$ cat src/rtl/w_mem_access_sched_pkg.sv
// Shared constants and types for the weight-memory access scheduler.
// Mode encodings match the memory wrapper's layer-mode input.
package w_mem_access_sched_pkg;

  localparam logic [2:0] MODE_CNN = 3'd0;
  localparam logic [2:0] MODE_FC  = 3'd1;
  localparam logic [2:0] MODE_ACT = 3'd2;
  localparam logic [2:0] MODE_EWS = 3'd3;

  localparam int N_DIM_ARRAY    = 8;
  localparam int STARVE_LIM_DEF = 8;

  typedef enum logic [1:0] {
    ST_IDLE   = 2'd0,
    ST_STREAM = 2'd1,
    ST_DRAIN  = 2'd2,
    ST_DONE   = 2'd3
  } sched_state_e;

endpackage

$ cat src/rtl/w_mem_access_sched_addr_gen.sv
// Read-stream address generator: base + k*stride (wrapping), issue count and
// a last flag that is high while the final read of the stream is pending.
module w_mem_addr_gen #(
  parameter int ADDR_W = 16,
  parameter int LEN_W  = 16
) (
  input  logic              clk,
  input  logic              reset,
  input  logic              load_i,
  input  logic [ADDR_W-1:0] base_i,
  input  logic [ADDR_W-1:0] stride_i,
  input  logic [LEN_W-1:0]  len_i,
  input  logic              adv_i,
  output logic [ADDR_W-1:0] addr_o,
  output logic              last_o,
  output logic [LEN_W-1:0]  count_o
);

  logic [ADDR_W-1:0] addr_q, addr_d;
  logic [ADDR_W-1:0] stride_q, stride_d;
  logic [LEN_W-1:0]  remain_q, remain_d;
  logic [LEN_W-1:0]  count_q, count_d;

  always_comb begin
    addr_d   = addr_q;
    stride_d = stride_q;
    remain_d = remain_q;
    count_d  = count_q;
    if (load_i) begin
      addr_d   = base_i;
      stride_d = stride_i;
      remain_d = len_i;
      count_d  = '0;
    end else if (adv_i) begin
      // Plain modular add: address wrap past 2^ADDR_W is intended.
      addr_d   = addr_q + stride_q;
      remain_d = remain_q - LEN_W'(1);
      count_d  = count_q + LEN_W'(1);
    end
  end

  always_ff @(posedge clk) begin
    if (!reset) begin
      addr_q   <= '0;
      stride_q <= '0;
      remain_q <= '0;
      count_q  <= '0;
    end else begin
      addr_q   <= addr_d;
      stride_q <= stride_d;
      remain_q <= remain_d;
      count_q  <= count_d;
    end
  end

  assign addr_o  = addr_q;
  assign last_o  = (remain_q == LEN_W'(1));
  assign count_o = count_q;

endmodule

$ cat src/rtl/w_mem_access_sched.sv
// Weight-memory access scheduler: streams configured reads and interleaves
// loader writes so that the memory never sees a read and a write together.
// Load handshake: a write is accepted on any cycle where ld_valid_i and
// ld_ready_o are both 1; ld_ready_o never depends on ld_valid_i.
module w_mem_access_sched
  import w_mem_access_sched_pkg::*;
#(
  parameter int ADDR_W     = 16,
  parameter int LEN_W      = 16,
  parameter int LD_DATA_W  = 128,
  parameter int STARVE_LIM = STARVE_LIM_DEF
) (
  input  logic                 clk,
  input  logic                 reset,
  input  logic [2:0]           mode_i,
  input  logic                 cfg_start_i,
  input  logic [ADDR_W-1:0]    cfg_base_i,
  input  logic [ADDR_W-1:0]    cfg_stride_i,
  input  logic [LEN_W-1:0]     cfg_len_i,
  input  logic                 rd_ready_i,
  output logic                 busy_o,
  output logic                 done_o,
  input  logic                 ld_valid_i,
  input  logic                 ld_fc_i,
  input  logic [ADDR_W-1:0]    ld_addr_i,
  input  logic [LD_DATA_W-1:0] ld_data_i,
  output logic                 ld_ready_o,
  output logic [2:0]           mem_mode_o,
  output logic                 mem_rd_enable_o,
  output logic [ADDR_W-1:0]    mem_rd_addr_o,
  output logic                 mem_wr_enable_cnn_o,
  output logic                 mem_wr_enable_fc_o,
  output logic [ADDR_W-1:0]    mem_wr_addr_o,
  output logic [LD_DATA_W-1:0] mem_wr_data_o,
  output logic                 rd_data_valid_o,
  output logic [1:0]           dbg_state_o,
  output logic [LEN_W-1:0]     dbg_issue_cnt_o
);

  localparam int SW = $clog2(STARVE_LIM + 1);

  sched_state_e state_q, state_d;
  logic [SW-1:0] starve_q, starve_d;
  logic [2:0] mode_q;
  logic busy_q, done_q, rd_en_q, rd_valid_q, wr_cnn_q, wr_fc_q;
  logic [ADDR_W-1:0] rd_addr_q, wr_addr_q;
  logic [LD_DATA_W-1:0] wr_data_q;

  logic start_ok, in_stream, force_slot, issue, hs, gen_last;
  logic [ADDR_W-1:0] gen_addr;

  assign start_ok   = (state_q == ST_IDLE) && cfg_start_i;
  assign in_stream  = (state_q == ST_STREAM);
  // A full starvation counter steals this cycle from the read stream.
  assign force_slot = in_stream && (starve_q == SW'(STARVE_LIM));
  assign issue      = in_stream && rd_ready_i && !force_slot;
  assign ld_ready_o = in_stream ? (!rd_ready_i || force_slot) : 1'b1;
  assign hs         = ld_valid_i && ld_ready_o;

  w_mem_addr_gen #(.ADDR_W(ADDR_W), .LEN_W(LEN_W)) u_addr_gen (
    .clk     (clk),
    .reset   (reset),
    .load_i  (start_ok),
    .base_i  (cfg_base_i),
    .stride_i(cfg_stride_i),
    .len_i   (cfg_len_i),
    .adv_i   (issue),
    .addr_o  (gen_addr),
    .last_o  (gen_last),
    .count_o (dbg_issue_cnt_o)
  );

  always_comb begin
    state_d = state_q;
    case (state_q)
      ST_IDLE:   if (cfg_start_i) state_d = (cfg_len_i == '0) ? ST_DONE : ST_STREAM;
      ST_STREAM: if (issue && gen_last) state_d = ST_DRAIN;
      ST_DRAIN:  state_d = ST_DONE;
      ST_DONE:   state_d = ST_IDLE;
      default:   state_d = ST_IDLE;
    endcase
  end

  always_comb begin
    starve_d = starve_q;
    if (hs || !ld_valid_i) starve_d = '0;
    else if (issue)        starve_d = starve_q + SW'(1);
  end

  always_ff @(posedge clk) begin
    if (!reset) begin
      state_q    <= ST_IDLE;
      starve_q   <= '0;
      mode_q     <= '0;
      busy_q     <= 1'b0;
      done_q     <= 1'b0;
      rd_en_q    <= 1'b0;
      rd_addr_q  <= '0;
      rd_valid_q <= 1'b0;
      wr_cnn_q   <= 1'b0;
      wr_fc_q    <= 1'b0;
      wr_addr_q  <= '0;
      wr_data_q  <= '0;
    end else begin
      state_q    <= state_d;
      starve_q   <= starve_d;
      busy_q     <= (state_d == ST_STREAM) || (state_d == ST_DRAIN);
      done_q     <= (state_q == ST_DONE);
      rd_en_q    <= issue;
      rd_valid_q <= rd_en_q;
      wr_cnn_q   <= hs && !ld_fc_i;
      wr_fc_q    <= hs && ld_fc_i;
      if (start_ok) mode_q <= mode_i;
      if (issue) rd_addr_q <= gen_addr;
      if (hs) begin
        wr_addr_q <= ld_addr_i;
        wr_data_q <= ld_data_i;
      end
    end
  end

  assign busy_o              = busy_q;
  assign done_o              = done_q;
  assign mem_mode_o          = mode_q;
  assign mem_rd_enable_o     = rd_en_q;
  assign mem_rd_addr_o       = rd_addr_q;
  assign rd_data_valid_o     = rd_valid_q;
  assign mem_wr_enable_cnn_o = wr_cnn_q;
  assign mem_wr_enable_fc_o  = wr_fc_q;
  assign mem_wr_addr_o       = wr_addr_q;
  assign mem_wr_data_o       = wr_data_q;
  assign dbg_state_o         = state_q;

endmodule

$ cat config.mk
export PLATFORM = sky130hd
export DESIGN_NAME = w_mem_access_sched
export DESIGN_NICKNAME = d
export VERILOG_FILES = /design/src/rtl/w_mem_access_sched_pkg.sv /design/src/rtl/w_mem_access_sched_addr_gen.sv /design/src/rtl/w_mem_access_sched.sv
export SDC_FILE = /design/constraint.sdc
export NUM_CORES = 1
export LEC_CHECK = 0
export BUFFER_PORTS_ARGS = -buffer_cell sky130_fd_sc_hd__buf_2
export CORE_ASPECT_RATIO = 0.5
export CORE_MARGIN = 1.5
export CORE_UTILIZATION = 50
export DETAILED_ROUTE_END_ITERATION = 10
export PLACE_DENSITY = 0.81
export SLEW_MARGIN = 20
export SYNTH_ARGS = -nofsm -noshare
export SYNTH_HDL_FRONTEND = slang
export SYNTH_SLANG_ARGS = --single-unit
export TNS_END_PERCENT = 20
$ cat constraint.sdc
create_clock -name clk -period 3.3 [get_ports clk]
set_input_delay 0.495 -clock clk [delete_from_list [all_inputs] [get_ports clk]]
set_output_delay 0.495 -clock clk [all_outputs]
set_load 0.01 [all_outputs]
* Word-level counts from Yosys, hierarchy flattened
Cells that the tools add are included.
Cells by class: add/subtract/negate cells 4, equality and inequality tests 7, muxes and demuxes 9, bitwise operators 1, reduce and logical (&&, ||, !) cells 20
Operators by type and width (number):
- two-way mux 16 bit | 4
- adder 16 x 1 -> 16 bit, second input constant | 1
- adder 16 bit | 1
- == test 16 x 1 -> 1 bit, second input constant | 1
- logical NOT 16 bit | 1
- subtractor 16 x 1 -> 16 bit, second input constant | 1
- logical AND 1 bit | 8
- one-hot mux 2 bit (4 select lines) | 1
- == test 2 bit, second input constant | 3
- two-way mux 2 bit | 3
- adder 4 x 1 -> 4 bit, second input constant | 1
- == test 2 x 1 -> 1 bit, second input constant | 2
- == test 4 bit, second input constant | 1
- logical NOT 1 bit | 4
- OR reduction 2 bit | 2
- logical OR 1 bit | 3
- logical NOT 2 bit | 1
- nonzero test 2 bit | 1
- two-way mux 1 bit | 1
- inverter 1 bit | 1
Storage, ports and cells: bits in registers 239, input bits 201, output and inout bits 188, logic and storage cells 57

* Logic depth before layout (Yosys ltp)
word-level depth 9, gate-level depth with buffers 12, gate-level depth less buffers 9

* Modules after synthesis
A second synthesis with hierarchy kept.
Second synthesis, totals: cells, all modules 1169, area, all modules 10771.6 µm²
By module, submodules not included:
- w_mem_access_sched | times used 1, cells each 761, area an instance 7294.5 µm², seq. area each 3503.4 µm²
- w_mem_addr_gen | times used 1, cells each 408, area an instance 3477.1 µm², seq. area each 1281.2 µm²

* Least setup slack after synthesis
Ideal clock, no wire load.
path kind register -> register, start register u_addr_gen.addr_q[8], in the netlist u_addr_gen.addr_o[8], end register u_addr_gen.addr_q[13], in the netlist u_addr_gen.addr_o[13], setup time 0.117 ns, arrival time 1.882 ns, required time 3.183 ns, path slack 1.300 ns, stages on the path, launching flop included 9, path buffers 1, period minus slack after synthesis 2.000 ns, path through dfxtp_1 > ha_1 > clkbuf_1 > a21oi_1 > o221ai_1 > a21oi_1 > a21oi_1 > or3_1 > a32o_1
Between the ends: word-level cells in the longest chain between the ends 3
Ends and longest elaborated chain:
- start, declared | RTL line w_mem_access_sched_addr_gen.sv:19 | logic [ADDR_W-1:0] addr_q, addr_d;
- start signal, assigned | RTL line w_mem_access_sched_addr_gen.sv:49 | addr_q <= addr_d;
- adder 16 bit | RTL line w_mem_access_sched_addr_gen.sv:36 | addr_d = addr_q + stride_q;
- two-way mux 16 bit | RTL line w_mem_access_sched_addr_gen.sv:34 | end else if (adv_i) begin
- two-way mux 16 bit | RTL line w_mem_access_sched_addr_gen.sv:29 | if (load_i) begin
No other way between the ends. The select of a mux whose other input is x is not followed. A chain may end at the register's enable or synchronous reset.

* Worst setup path in the final report
start register starve_q[0], end output port ld_ready_o
Between the ends: word-level cells in the longest chain between the ends 4
Ends and longest elaborated chain:
- start, declared | RTL line w_mem_access_sched.sv:43 | logic [SW-1:0] starve_q, starve_d;
- start signal, assigned | RTL line w_mem_access_sched.sv:106 | starve_q <= starve_d;
- == test 4 bit | RTL line w_mem_access_sched.sv:55 | assign force_slot = in_stream && (starve_q == SW'(STARVE_LIM));
- logical AND 1 bit | RTL line w_mem_access_sched.sv:55
- logical OR 1 bit | RTL line w_mem_access_sched.sv:57 | assign ld_ready_o = in_stream ? (!rd_ready_i || force_slot) : 1'b1;
- two-way mux 1 bit | RTL line w_mem_access_sched.sv:57
- end, declared | RTL line w_mem_access_sched.sv:27 | output logic ld_ready_o,
No other way between the ends.

==> impl_metrics.toml <==
[pwr]
vdd_drop_max_uv = 362.4
p_total_mw = 6.488
leakagePower_nw = 5.554
power_density_mw_per_mm2 = 533.4

[routing]
via_count = 9410
ant_nets = 0
route.detailed.drc = 0
dr.first_iter.drc_count = 605
drt-total-wl_mm = 27.48
wire_per_inst_um = 15.27
routed_via_density = 5.228
firstDrtPassIters = 5

[sta]
worst_pin_slew_ns = 0.7998
report.final.setup_viol = 0
relSlewSlack_pct = 46.62
hold_viol = 0
layout_setup_ws_ns = 0.5106
period_share_pct = 84.53
fmax_mhz = 358.5
tns_ns = 0
report.final.slew_viol_count = 0
min_period_ns = 2.789
rsz0062_at_grt = "no"
skew_ns = 0.01423

[final_layout]
final_layout_size_suffix_gt1_share_pct = 28.77
final_nets = 1750
design_area_mm2 = 0.01216
fillers = 1586
layout_common_cells = "nand2_1, buf_2, dfxtp_1, a21oi_1, nor2_1"
layout_commonest_cell = "nand2_1"
seq_area_mm2 = 0.004785
area_growth_syn_to_layout_pct = 28.81
final_cells = 1800
multi_input_area_mm2 = 0.004260

[synthesis]
synth_nets = 1406
synthCells = 1184
ys.flop_type = "dfxtp_1"
synth_area_mm2 = 0.009443
synth_area_per_cell_um2 = 7.975
synth_warnings = 0
async_flop_share_pct = 0
ys_ff_latch = 239
seq_area_frac_synth_pct = 50.67
synth-edff-count = 0
ys_types = 54

[cts]
cts_setup_buffers = 0
holdBufCountCts = 0
cts_max_path_buffers = 3
cts_buffers = 22
cts_max_level = 1
path_clk_slew_ns = 0.06
clock_latency_ns = 0.51
cts-resized-gates = 0
cts_tree = "built"
clock_sinks = 239
root_buffer = "clkbuf_16"

[critical_path]
cp-start-kind = "flip-flop"
max_stage_delay_ns = 0.51
worstSetupPathType = "reg2out"
required_ns = 2.80
crit_chain = "inv_1, ha_1, nand3b_1, and3_1, inv_4, buf_2"
crit_fanout = 36
cp_slowest_cell = "and3_1"
reg2reg_slack_ns = 0.61
critPathArrivalTime_ns = 2.29
end_kind = "primary output"

[placed_design]
port-buffer-count = 388
post-place-cells = 1763
gp_congestion = 0.9335
place_area_mm2 = 0.01148
dpl_worst_slack_ns = 0.7264
dp_hpwl_mm = 19.42

[outcome]
outcome = "complete, no violations"

[floorplanning]
chipWidth_um = 197.4
rows = 35
initial_utilization_pct = 51.22
ios = 389
core_mm2 = 0.01844
dieArea_mm2 = 0.01977
die_y_um = 100.2

[global_routing]
antenna_found_initial = 1
grt_pass1_vias = 8754
gr-total-overflow = 0
grt_start_max_net_pins = 146
track_usage_pct = 26.37
grt_pass1_wl_mm = 43.22

[run]
drv_cap = 0

[worst_hold_path]
hp-class = "in2reg"
==> sequential cells by signal (all words and copies together) (netlist names), 2 cells and up <==
signal and cells:
dbg_state_o 2, mem_mode_o 3, mem_rd_addr_o 16, mem_wr_addr_o 16, mem_wr_data_o 128, starve_q 4, u_addr_gen.addr_o 16, u_addr_gen.count_o 16
u_addr_gen.remain_q 16, u_addr_gen.stride_q 16
==> cell families (layout without fill, tap and decap cells) <==
logic type / count (synthesis) / in the layout / share of synthesized area (%)
other cells: 0 / 1 / 0
simple gates: 516 / 516 / 22.68
mux: 2 / 2 / 0.2385
buf+inv: 93 / 449 / 4.306
fa+ha+maj: 21 / 21 / 2.862
xor+xnor: 25 / 25 / 2.319
flops: 239 / 239 / 50.67
compound gates: 288 / 288 / 16.92
==> where the power goes <==
group	leakage [nW]	internal [mW]	switching, mW
clock network	0.340	1.38	1.09
logic	3.25	0.352	0.522
registers	1.96	3.05	0.0995
==> layer usage <==
metal	part of all wire, %	GRT usage [%]	up-vias
met2	50	46.91	322
met4	2.6	7.868	0
met3	5.9	4.267	61
li1	-	-	4667
met5	0	0	-
met1	41	33.17	4360
==> worst max-delay path, delay by kind of cell (launching register included) <==
kind	cells	cell delay, ns
AND/OR/NAND/NOR	2	0.63
flip-flops	1	0.38
buffers and inverters	3	0.56
adder cells (fa/ha/maj)	1	0.19
==> cell type report <==
| class | instances | share of cell area (%) |
|---|---|---|
| Clock inverter | 7 | 0.6378 |
| Multi-Input combinational cell | 852 | 35.03 |
| Inverter | 18 | 0.6172 |
| Tap cell | 259 | 2.664 |
| Clock buffer | 29 | 4.989 |
| Timing Repair Buffer | 395 | 16.71 |
| Antenna cell | 1 | 0.02057 |
| Sequential cell | 239 | 39.34 |
==> final timing paths <==
| kind | startpoint | end | depth (start not counted) |
|---|---|---|---|
| worst max register to register | starve_q[0] | mem_wr_data_o[11] | 9 |
| worst max-delay path | starve_q[0] | ld_ready_o | 6 |
| worst min register to register | mem_wr_data_o[87] | mem_wr_data_o[87] | 2 |
| worst min-delay path | ld_fc_i | mem_wr_enable_cnn_o | 2 |
==> synthesized netlist by cell type (12+ instances only) <==
library cell,number,area [um^2]
xnor2_1,13,113.9
ha_1,20,250.2
clkbuf_1,36,135.1
nor2_1,40,150.1
nand2_1,391,1468
buf_2,20,100.1
dfxtp_1,239,4785
buf_1,12,45.04
inv_1,17,63.81
a21oi_1,219,1096
xor2_1,12,105.1
nor3_1,14,70.07
nand3_1,19,95.09
==> metrics by stage <==
stage,utilization [%],hold slack (ns)
2_1_floorplan,-,0.4297
3_3_place_gp,62.25,0.4378
3_5_place_dp,62.25,0.4441
4_1_cts,65.96,0.1358
5_1_grt,65.97,0.1444
6_report,65.97,0.1527
No activity file was read; power rests on OpenSTA's default activity.
